**config.mk**
```make
export PLATFORM = sky130hd
export DESIGN_NAME = mouse_port_wb
export DESIGN_NICKNAME = d
export VERILOG_FILES = /design/src/rtl/bk_mouse_pkg.sv /design/src/rtl/mouse_axis.sv /design/src/rtl/mouse_port_wb.sv
export SDC_FILE = /design/constraint.sdc
export NUM_CORES = 1
export LEC_CHECK = 0
export CORE_MARGIN = 2
export CORE_UTILIZATION = 59
export CTS_BUF_LIST = sky130_fd_sc_hd__clkbuf_4
export DETAILED_ROUTE_END_ITERATION = 10
export HOLD_SLACK_MARGIN = 0.12
export MAX_ROUTING_LAYER = met4
export PLACE_DENSITY = 0.95
export SYNTH_ARGS = -nofsm -noshare
export SYNTH_HDL_FRONTEND = slang
export SYNTH_SLANG_ARGS = --single-unit
```
**constraint.sdc**
```tcl
create_clock -name wb_clk_i -period 10.4 [get_ports wb_clk_i]
set_clock_uncertainty 0.2 [all_clocks]
set_input_delay 2.08 -clock wb_clk_i [delete_from_list [all_inputs] [get_ports wb_clk_i]]
set_output_delay 2.08 -clock wb_clk_i [all_outputs]
set_load 0.02 [all_outputs]
```
**src/rtl/bk_mouse_pkg.sv**
```systemverilog
// Shared types and bit positions for the BK 177714 mouse/joystick port.
package bk_mouse_pkg;

  typedef enum logic {
    IDLE = 1'b0,
    HELD = 1'b1
  } axis_state_t;

  localparam int MB_UP        = 0;
  localparam int MB_RIGHT     = 1;
  localparam int MB_DOWN      = 2;
  localparam int MB_LEFT      = 3;
  localparam int MB_LBTN      = 5;
  localparam int MB_RBTN      = 6;
  localparam int MOUSE_EN_BIT = 3;

endpackage

```
**src/rtl/mouse_axis.sv**
```systemverilog
// One motion axis: saturating signed accumulator plus a latch-once direction FSM.
module mouse_axis
  import bk_mouse_pkg::*;
#(
  parameter int THRESH = 4,
  parameter int ACC_W  = 10
) (
  input  logic              clk,
  input  logic              rst,
  input  logic              acc_en,
  input  logic signed [8:0] delta,
  input  logic              clear,
  output logic              pos,
  output logic              neg
);

  // Two guard bits keep acc + delta - THRESH exact before clamping.
  localparam int SUM_W = ACC_W + 2;
  localparam logic signed [SUM_W-1:0] ACC_MAX = SUM_W'((2 ** (ACC_W - 1)) - 1);
  localparam logic signed [SUM_W-1:0] ACC_MIN = -ACC_MAX;
  localparam logic signed [SUM_W-1:0] THR     = SUM_W'(THRESH);

  axis_state_t             state_q, state_d;
  logic signed [ACC_W-1:0] acc_q, acc_d;
  logic                    pos_d, neg_d;
  logic signed [SUM_W-1:0] acc_ext, add, adj, sum;

  assign acc_ext = SUM_W'(acc_q);

  // NOTE: every always_comb output gets a default first so no path infers a latch.
  always_comb begin
    state_d = state_q;
    pos_d   = pos;
    neg_d   = neg;
    add     = '0;
    adj     = '0;
    if (acc_en) add = SUM_W'(delta);
    if (state_q == IDLE) begin
      if (acc_ext >= THR) begin
        adj     = -THR;
        pos_d   = 1'b1;
        state_d = HELD;
      end else if (acc_ext <= -THR) begin
        adj     = THR;
        neg_d   = 1'b1;
        state_d = HELD;
      end
    end
    sum = acc_ext + add + adj;
    if (sum > ACC_MAX)      acc_d = ACC_MAX[ACC_W-1:0];
    else if (sum < ACC_MIN) acc_d = ACC_MIN[ACC_W-1:0];
    else                    acc_d = sum[ACC_W-1:0];
    if (clear) begin
      state_d = IDLE;
      pos_d   = 1'b0;
      neg_d   = 1'b0;
      acc_d   = '0;
    end
  end

  // NOTE: state registers use non-blocking assignments so all flops update together.
  always_ff @(posedge clk or posedge rst) begin
    if (rst) begin
      state_q <= IDLE;
      acc_q   <= '0;
      pos     <= 1'b0;
      neg     <= 1'b0;
    end else begin
      state_q <= state_d;
      acc_q   <= acc_d;
      pos     <= pos_d;
      neg     <= neg_d;
    end
  end

endmodule

```
**src/rtl/mouse_port_wb.sv**
```systemverilog
// 177714 port source: joystick/mouse select, packet detect, enable and buttons.
module mouse_port_wb
  import bk_mouse_pkg::*;
#(
  parameter int THRESH = 4,
  parameter int ACC_W  = 10
) (
  input  logic              wb_clk_i,
  input  logic              wb_rst_i,
  input  logic signed [8:0] pointer_dx,
  input  logic signed [8:0] pointer_dy,
  input  logic [7:0]        mouse_counter,
  input  logic              left_btn,
  input  logic              right_btn,
  input  logic [7:0]        joystick,
  input  logic              port_wr,
  input  logic [7:0]        port_din,
  output logic [15:0]       port_data
);

  logic [7:0] cnt_q;
  logic       msel, en, lbtn, rbtn;
  logic       pkt, clear, acc_en;
  logic       up, down, right, left;
  logic [3:0] dir;
  logic       unused_din;

  assign unused_din = ^{port_din[7:4], port_din[2:0]};

  assign pkt    = (mouse_counter != cnt_q);
  assign clear  = port_wr && !port_din[MOUSE_EN_BIT];
  // A packet landing on a port write is dropped, whatever the written enable.
  assign acc_en = pkt && en && !port_wr;

  always_ff @(posedge wb_clk_i or posedge wb_rst_i) begin
    if (wb_rst_i) begin
      cnt_q <= '0;
      msel  <= 1'b0;
      en    <= 1'b0;
      lbtn  <= 1'b0;
      rbtn  <= 1'b0;
    end else begin
      cnt_q <= mouse_counter;
      lbtn  <= left_btn;
      rbtn  <= right_btn;
      if (joystick != 8'h00) msel <= 1'b0;
      else if (pkt)          msel <= 1'b1;
      if (port_wr) en <= port_din[MOUSE_EN_BIT];
    end
  end

  mouse_axis #(.THRESH(THRESH), .ACC_W(ACC_W)) u_axis_x (
    .clk    (wb_clk_i),
    .rst    (wb_rst_i),
    .acc_en (acc_en),
    .delta  (pointer_dx),
    .clear  (clear),
    .pos    (right),
    .neg    (left)
  );

  mouse_axis #(.THRESH(THRESH), .ACC_W(ACC_W)) u_axis_y (
    .clk    (wb_clk_i),
    .rst    (wb_rst_i),
    .acc_en (acc_en),
    .delta  (pointer_dy),
    .clear  (clear),
    .pos    (up),
    .neg    (down)
  );

  always_comb begin
    dir           = '0;
    dir[MB_UP]    = up;
    dir[MB_RIGHT] = right;
    dir[MB_DOWN]  = down;
    dir[MB_LEFT]  = left;
    port_data     = {8'h00, joystick};
    if (msel) begin
      port_data          = '0;
      port_data[3:0]     = dir;
      port_data[MB_LBTN] = lbtn;
      port_data[MB_RBTN] = rbtn;
    end
  end

endmodule

```
# Yosys cells after proc, flatten, opt, wreduce, memory -nomap -nowiden
# Cells that the tools add are included.
# Widths: inputs -> output; s select.
dict set report classes {
  muxes 39
  reduce_logical 15
  eq_ne 5
  addsub 4
  n_lt_le_gt_ge 8
}
# operator count
set ops {}
lappend ops {{$mux 12} 6}
lappend ops {{$mux 10} 6}
lappend ops {{$add 10x12->12} 2}
lappend ops {{$add 12x12->12} 2}
lappend ops {{$gt 12x10->1 const B} 2}
lappend ops {{$lt 12x10->1 const B} 2}
lappend ops {{$mux 1} 24}
lappend ops {{$ge 10x4->1 const B} 2}
lappend ops {{$le 10x3->1 const B} 2}
lappend ops {{$reduce_bool 2->1} 5}
lappend ops {{$mux 8} 1}
lappend ops {{$ne 2x2->1 const B} 4}
lappend ops {{$ne 8x8->1} 1}
lappend ops {{$reduce_bool 8->1} 1}
lappend ops {{$mux 3} 2}
lappend ops {{$reduce_and 3->1} 2}
lappend ops {{$reduce_and 2->1} 2}
lappend ops {{$logic_and 1x1->1} 3}
lappend ops {{$logic_not 1->1} 2}
dict set report word_totals {
  regBits 38
  elab_cells 84
}

# Depth between registers and ports, before layout
# Gate-level depths: netlist (run 1).
dict set report logic_depth {
  depth_word 10
  depth_mapped 15
  depth_no_buf 13
}

# Hierarchy
# A second synthesis (run 1) with hierarchy kept.
dict set report unflattened {
  hier_cells 318
  hier_area_um2 3178.0
}
# module area_per_inst_um2 cells_each seq_area_each_um2 instances
set by_module_without_submodules {}
lappend by_module_without_submodules {{mouse_axis (u_axis_y)} 1342.5 136 325.3 1}
lappend by_module_without_submodules {{mouse_axis (u_axis_x)} 1236.2 131 325.3 1}
lappend by_module_without_submodules {mouse_port_wb 599.3 51 300.3 1}

# Worst setup path after synthesis (run 1)
# No wires, ideal clock.
dict set report synth_timing {
  path_type {input -> register}
  start {input mouse_counter[1]}
  end {register u_axis_y.acc_q[0]}
  setup_slack_ns 4.526
  n_path_buf 1
  required_ns 10.074
  arrival_time_ns 5.548
  cell_stages 14
  path_cell_list {xor2_1 > nor4_1 > a21oi_1 > clkbuf_1 > nand2_1 > fa_1 > inv_1 > fa_1 > a21oi_1 > o21ai_2 > a2111oi_2 > nor3b_2 > or4_1 > o311a_1}
}
dict set report synth_via {
  elab_chain_cells 10
  word_cells_on_any_way 11
  classes_between {add/sub (2); order compare (2); eq/ne (1); mux (4); reduce/logical (2)}
}
# item line_no
set synth_lines {}
lappend synth_lines {{from (decl)} mouse_port_wb.sv:12} ;# input logic [7:0] mouse_counter,
lappend synth_lines {{$ne 8x8->1 (*)} mouse_port_wb.sv:30} ;# assign pkt = (mouse_counter != cnt_q);
lappend synth_lines {{$logic_and 1x1->1 (*) (2 in a row)} mouse_port_wb.sv:33} ;# assign acc_en = pkt && en && !port_wr;
lappend synth_lines {{$mux 12 (*)} mouse_axis.sv:37} ;# if (acc_en) add = SUM_W'(delta);
lappend synth_lines {{$add 10x12->12 (*)} mouse_axis.sv:49} ;# sum = acc_ext + add + adj;
lappend synth_lines {{$add 12x12->12 (*)} mouse_axis.sv:49}
lappend synth_lines {{$lt 12x10->1} mouse_axis.sv:51} ;# else if (sum < ACC_MIN) acc_d = ACC_MIN[ACC_W-1:0];
lappend synth_lines {{$mux 10} mouse_axis.sv:51}
lappend synth_lines {{$mux 10 (*)} mouse_axis.sv:50} ;# if (sum > ACC_MAX) acc_d = ACC_MAX[ACC_W-1:0];
lappend synth_lines {{$mux 10 (*)} mouse_axis.sv:53} ;# if (clear) begin
lappend synth_lines {{named net u_axis_y.acc_d[0]} mouse_axis.sv:24} ;# logic signed [ACC_W-1:0] acc_q, acc_d;
lappend synth_lines {{to (signal assigned)} mouse_axis.sv:65} ;# acc_q <= '0;
lappend synth_lines {{to (signal assigned)} mouse_axis.sv:70} ;# acc_q <= acc_d;
lappend synth_lines {{to (decl)} mouse_axis.sv:24}
# Mark *: on every way through the listed nets, which the timed path passes. The rest lies on a longest branch.
# A chain may end at the register's enable or synchronous reset.

# Worst setup path after layout (run 1)
# Ends and elaborated chain as after synthesis.

==> results of run 1 <==
[cell families (layout without fill, tap and decap cells)]
kind of cell / Yosys count / count (layout) / synth area share (%)
AOI/OAI and AO/OA: 85 / 85 / 19.6
xor gates and xnor gates: 20 / 20 / 5.37
adders and majority gates: 42 / 42 / 19.4
buffers and inverters: 71 / 114 / 8.75
DFF: 38 / 38 / 27.9
muxes: 9 / 9 / 2.94
other: 1 / 8 / 0.110
and+or+nand+nor: 109 / 109 / 15.9
[worst max-delay path: stages]
cell,delay (ns)
clkdlybuf4s50_1,0.44
xor2_1,0.16
nor4_1,0.44
a21oi_1,0.13
buf_4,0.23
and2_1,0.18
ha_1,0.28
ha_1,0.25
fa_1,0.43
a21oi_1,0.34
o21ai_2,0.14
a2111oi_2,0.44
nor3b_2,0.17
or4_1,0.53
o311a_1,0.14
[stage by stage]
stage | setup WS (ns) | instances | total power [mW]
2_1_floorplan | 4.53 | 382 | 1.03
3_3_place_gp | 3.85 | 489 | 1.20
3_5_place_dp | 3.71 | 489 | 1.25
4_1_cts | 4.07 | 497 | 1.39
5_1_grt | 3.86 | 497 | 1.53
6_report | 4.07 | 497 | 1.41
[worst min-delay path by stage]
stage | startpoint | endpoint | slack (ns) | depth (start not counted)
final | en$_DFFE_PP0P_ | en$_DFFE_PP0P_ | 0.29 | 2
after global routing | en$_DFFE_PP0P_ | en$_DFFE_PP0P_ | 0.33 | 2
after CTS | en$_DFFE_PP0P_ | en$_DFFE_PP0P_ | 0.30 | 2
after detailed placement | en$_DFFE_PP0P_ | en$_DFFE_PP0P_ | 0.27 | 2
after global placement | en$_DFFE_PP0P_ | en$_DFFE_PP0P_ | 0.26 | 2
after floorplan | en$_DFFE_PP0P_ | en$_DFFE_PP0P_ | 0.24 | 2
[metal layers]
layer / routed length [um] / share of wire [%]
met1: 3440 / 42
met2: 4060 / 49
met3: 573 / 6.9
met4: 173 / 2.1
met5: 0 / 0
[report_power, final]
part	switching (mW)	internal (mW)	leakage [nW]
clock	0.0519	0.0752	0.0554
combinational	0.648	0.397	1.38
sequential	0.0353	0.205	0.456
[layout make-up]
class | instances | area (sq um)
inverters | 56 | 210
fillers | 361 | 1510
clock inverters | 3 | 68.8
flip-flops and latches | 38 | 951
clock buffers | 5 | 37.5
multi-input cells | 273 | 2180
well taps | 72 | 90.1
repair buffers | 50 | 493
[Yosys cell counts, drive strengths merged, types with 2 or more instances]
library cell	n
mux2	8
o22ai	2
nand3	8
xnor2	5
inv	56
clkbuf	5
fa	18
a221oi	2
o211a	2
a31oi	4
nor4	8
nand2	33
dfrtp	38
o31ai	6
o211ai	8
nand2b	3
buf	10
o21a	4
o31a	2
ha	24
xor2	15
a21o	5
nor2b	6
a211oi	9
nand4	4
or3	2
or4	3
and2	4
a41oi	2
o21ai	8
o311a	3
a21oi	20
nor3	4
nor2	30
==> metrics.txt, run 1 <==
Crit path required time=about 10 ns; synth top area cells=dfrtp_1 28%, fa_1 11%, ha_1 8.8%, inv_1 6.2%, xor2_1 3.9%; cts hold-fix bufs=0; CP Class=in2reg; Area Growth Syn to Fin=18.4%; H-tree depth=2; EDFF count, synth=0; Routed Antenna Nets=0; port buffer count=47; HP Class=reg2reg; clock tree buffer depth=2; Netlist cell types=60; initial antenna violation count=0; biggest regs=u_axis_x.acc_q x10, u_axis_y.acc_q x10, cnt_q x8; CTS tree=done; clock period minus worst slack=6.33 ns; ys async rst share=between 90% and 100%; GRT Util Overall=about 29%; CP startpoint kind=input port; ANT cells=0; vias per cell=approximately 6.0; achievable frequency=approximately 160 MHz; Layout Nets=513; crit-path max FO=18; hold slack final=about 0.3 ns; Final Util=72.8%; largest net degree at the start of global routing=39; first-pass GRT wire length=13.7 mm; CTS buffer count=5; dpl hpwl=about 6.4 mm; r2r startpoint=cnt_q[1]$_DFF_PP0_; vias in the first global route=3,008; post-CTS sizing=0; layout cell share with drive strength beyond 1=9.41%; DR vias=2,961; total core area=about 5500 sq um; Cell Area, Synth=3400 sq um; critical path endpoint=u_axis_y.acc_q[0]$_DFF_PP0_; drt first pass iters=5; GPL Wtd Cong=about 0.94; CP Launch Point=mouse_counter[1]; # rows=27; Final TNS setup=0 ns; sequential area share after synthesis=27.9%; initial core utilization=roughly three fifths; synth warn=0; most common cell after layout, fill and taps aside=inv_1; GR Util met3=between 5 and 6%; final hold violation count=0; crit end category=flip-flop; Worst-Margin Slew=approximately 0.58 ns; DRC=0; post-synth top area share=27.9%; Die Y=roughly 80 um; DIE AREA=around 6400 sq um; Most Used Layer, Global Route=met2; Max IR drop VDD=~0.00016 V; Die Width=80.0 um; Mapped Cells=375; WL final=between 8 and 9 mm; cells on worst reg2reg path=14; clock sink count=38; RSZ-0062 raised after global routing=false; Slew HR=about three fifths; GR Util met2=between 40% and 50%; ys flop type=dfrtp_1; met1 track demand over resource=roughly 35%; total grt overflow=0; commonest non-fill, non-tap cells in the layout=56 x inv_1, 47 x clkdlybuf4s50_1, 38 x dfrtp_1; cell taking the most area after synthesis=dfrtp_1; root buf cell=clkbuf_4; post-CTS setup buffers=0; DR iter-0 viols=roughly 190; max-slew violation count=0; FF-to-FF setup slack=roughly 5.9 ns; Final Setup Violations=0; Clk Latency, worst-skew pair=0.35 ns; status=finished, final reports clean; crit share post-route=between 60% and 70%; Clock transition at path regs=roughly 0.12 ns; Synth Register Bits=38; post-route cell area=4030 sq um; MaxCap Viol Count=0; pwr dens=~350 nW/um^2; Routed WL per cell=around 17 um; Critical Path AT=6.37 ns; Synth Area per Inst=around 9.1 sq um; R2R Path End=u_axis_y.acc_q[0]$_DFF_PP0_; leakage power=about 1.9 nW; dpl cell area=between 3000 and 4000 sq um; I/O pin cnt=63
Note: power is estimated with default switching activity, not from simulation.
==> inputs of run 2 (changes only) <==
CORE_UTILIZATION = 50   (was 59)
PLACE_DENSITY = 0.88   (was 0.95)
clock period = 5.6 ns   (was 10.4 ns; I/O delays follow)
==> metrics.txt, run 2 (synthesis results as in run 1) <==
most common cell after layout, fill and taps aside=inv_1; total grt overflow=0 (unchanged); Die Y=86.5 um (+8.2%); sequential standard cell area=951 sq um (unchanged); Die Width=86.5 um (+8.2%); placed insts=500 (+2.2%); Final Setup Violations=0 (unchanged); vias per cell=5.63 (-5.5%); crit end category=flip-flop; max-slew violation count=0 (unchanged); drt first pass iters=4 (-1); Crit path required time=5.62 ns (-4.82 ns); layout cell share with drive strength beyond 1=9.84% (+0.42 points); Routed Antenna Nets=0 (unchanged); dpl hpwl=6.10 mm (-5.2%); biggest regs=u_axis_x.acc_q x10, u_axis_y.acc_q x10, cnt_q x8; I/O pin cnt=63 (unchanged); Slew HR=61.9% (+0.52 points); MaxCap Viol Count=0 (unchanged); achievable frequency=190 MHz; cts hold-fix bufs=0 (unchanged); status=finished, final reports clean; Critical Path AT=5.28 ns (-1.09 ns); CTS tree=done; DR iter-0 viols=181 (-2.7%); WL final=7.37 mm (-11%); port buffer count=47 (unchanged); Multi-input gate area=2180 sq um (unchanged); clock period minus worst slack=between 5 and 6 ns; GPL Wtd Cong=0.892 (-4.9%); Layout Nets=516 (+0.58%); commonest non-fill, non-tap cells in the layout=56 x inv_1, 47 x clkdlybuf4s50_1, 38 x dfrtp_1; largest net degree at the start of global routing=39 (unchanged); pwr dens=612 nW/um^2 (+75%); DIE AREA=7480 sq um (+17%); crit-path max FO=8 (-10); clock sink count=38 (unchanged); first-pass GRT wire length=12.5 mm (-8.8%); Post-Layout Cell Count=507 (+2.0%); H-tree depth=2 (unchanged); GRT Util Overall=21.4% (-7.2 points); vias in the first global route=2,892 (-3.9%); Area Growth Syn to Fin=17.8%; ANT cells=0 (unchanged); initial core utilization=51.0% (-10 points); Max IR drop VDD=0.000369 V (+130%); CTS buffer count=5 (unchanged); Clock transition at path regs=0.10 ns (-0.02 ns); HP Class=reg2reg; RSZ-0062 raised after global routing=false; Final Util=60.0% (-13 points); total core area=6680 sq um (+21%); fill count=562 (+56%); Clk Latency, worst-skew pair=0.33 ns (-0.02 ns); post-CTS setup buffers=0 (unchanged); DR vias=2,855 (-3.6%); post-CTS sizing=0 (unchanged); Worst-Margin Slew=0.568 ns (-0.00770 ns); clock tree buffer depth=2 (unchanged); initial antenna violation count=0 (unchanged); # rows=30 (+11%); CP Class=in2reg; CP startpoint kind=input port; root buf cell=clkbuf_4; Routed WL per cell=14.5 um (-12%); leakage power=1.89 nW (-0.41%); crit share post-route=approximately 94%; DRC=0 (unchanged); final hold violation count=0 (unchanged)
-- run 2: cell types whose count changed in the layout (fill, tap and decap cells not counted), sizes merged --
cell and delta:
bufinv -2, buf +3, clkinv -1, clkbuf +2
-- run 2: path summary, 6_finish.rpt --
path,endpoint,slack [ns],startpoint,depth (start not counted)
max in group asynchronous,u_axis_x.acc_q[7]$_DFF_PP0_,3.87,wb_rst_i,3
max reg2reg,u_axis_y.acc_q[0]$_DFF_PP0_,1.19,cnt_q[5]$_DFF_PP0_,14
min,en$_DFFE_PP0P_,0.31,en$_DFFE_PP0P_,2
min reg2reg,en$_DFFE_PP0P_,0.31,en$_DFFE_PP0P_,2
max,u_axis_y.acc_q[0]$_DFF_PP0_,0.34,mouse_counter[5],15
min in group asynchronous,u_axis_y.acc_q[0]$_DFF_PP0_,0.99,wb_rst_i,3
-- run 2: where the power goes --
group	internal [mW]	total, mW	switching [mW]
logic	0.743	1.88	1.14
registers	0.380	0.440	0.0603
clock network	0.0571	0.136	0.0789
total	1.18	2.46	1.28
-- run 2: area by class of cell --
class | count | area share, %
tap | 80 | 2.50
clock buffer | 7 | 1.31
multi-input combinational | 273 | 54.4
inverter | 56 | 5.24
sequential | 38 | 23.7
timing repair buffer | 53 | 12.9
-- run 2: worst max-delay path, cell delays in order --
cell and delay (ns):
clkdlybuf4s50_1 0.45, xor2_1 0.16, nor4_1 0.42, a21oi_1 0.15, buf_4 0.20, and2_1 0.16, ha_1 0.27, ha_1 0.26
fa_1 0.44, a21oi_1 0.31, o21ai_2 0.14, a2111oi_2 0.41, nor3b_2 0.11, or4_1 0.52, o311a_1 0.14
-- run 2: metrics by stage --
stage / setup WS, ns / hold slack [ns] / power [mW] / TNS [ns] / cell area, sq um
after detailed placement: -0.0156 / 0.293 / 2.31 / -0.0156 / 3960
final: 0.343 / 0.312 / 2.46 / 0 / 4010
after global placement: 0.115 / 0.270 / 2.22 / 0 / 3960
after CTS: 0.348 / 0.318 / 2.44 / 0 / 4010
after floorplan: 0.686 / 0.242 / 1.91 / 0 / 3430
after global routing: 0.0296 / 0.345 / 2.71 / 0 / 4010
-- run 2: routing by layer --
| metal | global-route usage [%] | up-vias | wire [um] |
|---|---|---|---|
| met5 | - | - | 0 |
| met4 | 6.82 | 0 | 137 |
| met3 | 2.00 | 12 | 295 |
| met2 | 37.8 | 77 | 3840 |
| met1 | 25.8 | 1371 | 3100 |
| li1 | - | 1395 | - |
==> inputs of run 3 (changes only) <==
CORE_UTILIZATION = 55   (was 50)
PLACE_DENSITY = 0.91   (was 0.88)
clock period = 6 ns   (was 5.6 ns; I/O delays follow)
==> metrics.txt, run 3 (synthesis results as in run 1) <==
max incr delay on CP=0.47 ns (-0.05 ns); GPL Wtd Cong=0.938 (+5.1%); GRT Util Overall=25.1% (+3.7 points); # rows=28 (-6.7%); CTS buffer count=5 (unchanged); Layout Nets=514 (-0.39%); initial core utilization=57.2% (+6.2 points); post-route cell area=3990 sq um (-0.50%); Net Sw Frac=53.2% (+1.2 points); crit share post-route=a little under 90%; WL final=7.69 mm (+4.3%); DR vias=2,879 (+0.84%); Clock Power Share=5.4% (about the same); crit end category=flip-flop; clock sink count=38 (unchanged); Critical Path AT=5.33 ns (+0.05 ns); Gate power share=77.1% (+0.6 points); CP Class=in2reg; Worst-Margin Slew=0.656 ns (+0.0888 ns); Final Util=67.0% (+7.0 points); total power=2.34 mW (-4.8%); slowest stage cell, crit path=nor4_1; most common cell after layout, fill and taps aside=inv_1; crit path cell chain=clkdlybuf4s50_1 > xor2_1 > nor4_1 > a21oi_1 > buf_4 > and2_1 > ha_1 > ha_1 > fa_1 > a21oi_1 > o21ai_2 > a2111oi_2 > nor3b_2 > buf_4 > o211ai_1 > o31ai_1; status=finished, final reports clean; Die Y=82.7 um (-4.4%); layout cell share with drive strength beyond 1=9.39% (-0.45 points); drt first pass iters=4 (unchanged); first-pass GRT wire length=12.8 mm (+2.2%); HP Class=reg2reg; DRC=0 (unchanged); post-CTS sizing=0 (unchanged); clock period minus worst slack=around 5.3 ns; max-slew violation count=0 (unchanged); Final TNS setup=0 ns (unchanged); Area Growth Syn to Fin=17.2%; cell-internal power=1.10 mW (-7.2%); DR iter-0 viols=138 (-24%); CP startpoint kind=input port; Max IR drop VDD=0.000225 V (-39%); achievable frequency=approximately 190 MHz; clock tree buffer depth=2 (unchanged); CTS tree=done; Clock transition at path regs=0.12 ns (+0.02 ns); vias in the first global route=2,872 (-0.69%); RSZ-0062 raised after global routing=false; leakage power=1.87 nW (-0.74%); dpl cell area=3940 sq um (-0.54%); largest net degree at the start of global routing=39 (unchanged); Final Setup Violations=0 (unchanged); H-tree depth=2 (unchanged); pwr dens=586 nW/um^2 (-4.3%); final hold violation count=0 (unchanged); port buffer count=47 (unchanged); vias per cell=5.75 (+2.0%); Slew HR=56.0% (-6.0 points); hold slack final=0.304 ns (-0.00892 ns); Clk Latency, worst-skew pair=0.32 ns (about the same); biggest regs=u_axis_x.acc_q x10, u_axis_y.acc_q x10, cnt_q x8; Routed WL per cell=15.4 um (+5.6%); sequential power share=17.5% (-0.4 points); MaxCap Viol Count=0 (unchanged); crit-path max FO=18 (+10); post-CTS setup buffers=0 (unchanged); commonest non-fill, non-tap cells in the layout=56 x inv_1, 47 x clkdlybuf4s50_1, 38 x dfrtp_1; total grt overflow=0 (unchanged); cts hold-fix bufs=0 (unchanged); total core area=5960 sq um (-11%); DIE AREA=6840 sq um (-8.7%); switching power=1.24 mW (-2.6%); initial antenna violation count=0 (unchanged); dpl hpwl=6.35 mm (+4.2%); Die Width=82.7 um (-4.4%); Crit path required time=5.99 ns (+0.37 ns); root buf cell=clkbuf_4; ANT cells=0 (unchanged); I/O pin cnt=63 (unchanged); Routed Antenna Nets=0 (unchanged)
[run 3: cell types whose count changed in the layout (fill, tap and decap cells not counted), sizes merged]
cell      previous run  this run
buf                  6         4
clkbuf               7         5
clkinv               0         2
clkinvlp             0         1
[run 3: final timing paths]
path,startpoint,end,slack (ns),cells after the start
setup / recovery,mouse_counter[1],u_axis_y.acc_q[4]$_DFF_PP0_,0.66,16
hold / removal,en$_DFFE_PP0P_,en$_DFFE_PP0P_,0.30,2
setup reg to reg,cnt_q[1]$_DFF_PP0_,u_axis_y.acc_q[4]$_DFF_PP0_,1.59,15
hold reg to reg,en$_DFFE_PP0P_,en$_DFFE_PP0P_,0.30,2
max in group asynchronous,wb_rst_i,u_axis_y.acc_q[6]$_DFF_PP0_,4.21,3
min in group asynchronous,wb_rst_i,cnt_q[0]$_DFF_PP0_,1.08,3
[run 3: per-stage QoR]
stage,setup slack (ns),instances
after CTS,0.630,501
after floorplan,1.01,382
after global routing,0.325,501
after detailed placement,0.319,493
final,0.663,501
after global placement,0.415,493
[run 3: metal layers]
layer  global-route usage (%)  wire length (um)  part of all wire [%]
met4                     6.56                95                   1.2
met3                     4.35               528                   6.9
met1                     30.9              3290                    43
met2                     42.9              3780                    49
met5                        -                 0                     0
[run 3: power by group through the flow]
stage | Sequential, mW | Combinational (mW) | Clock (mW)
global placement | 0.411 | 1.68 | 0
CTS | 0.409 | 1.77 | 0.129
detailed placement | 0.415 | 1.76 | 0
floorplan | 0.397 | 1.39 | 0
finish | 0.410 | 1.80 | 0.126
global route | 0.421 | 2.01 | 0.139
[run 3: layout make-up]
type / instances / area [sq um]
Tap cell: 75 / 93.8
Inverter: 56 / 210
Multi-Input combinational cell: 273 / 2180
Clock buffer: 5 / 37.5
Clock inverter: 3 / 16.3
Timing Repair Buffer: 51 / 500
Fill cell: 443 / 1960
Sequential cell: 38 / 951
[run 3: worst max-delay path, delay by kind of cell]
kind / cells / cell delay [ns]
buffers and inverters: 3 / 0.84
AND/OR/NAND/NOR: 3 / 0.75
XOR/XNOR: 1 / 0.16
adder cells (fa/ha/maj): 3 / 0.98
AO/OA/AOI/OAI: 6 / 1.41
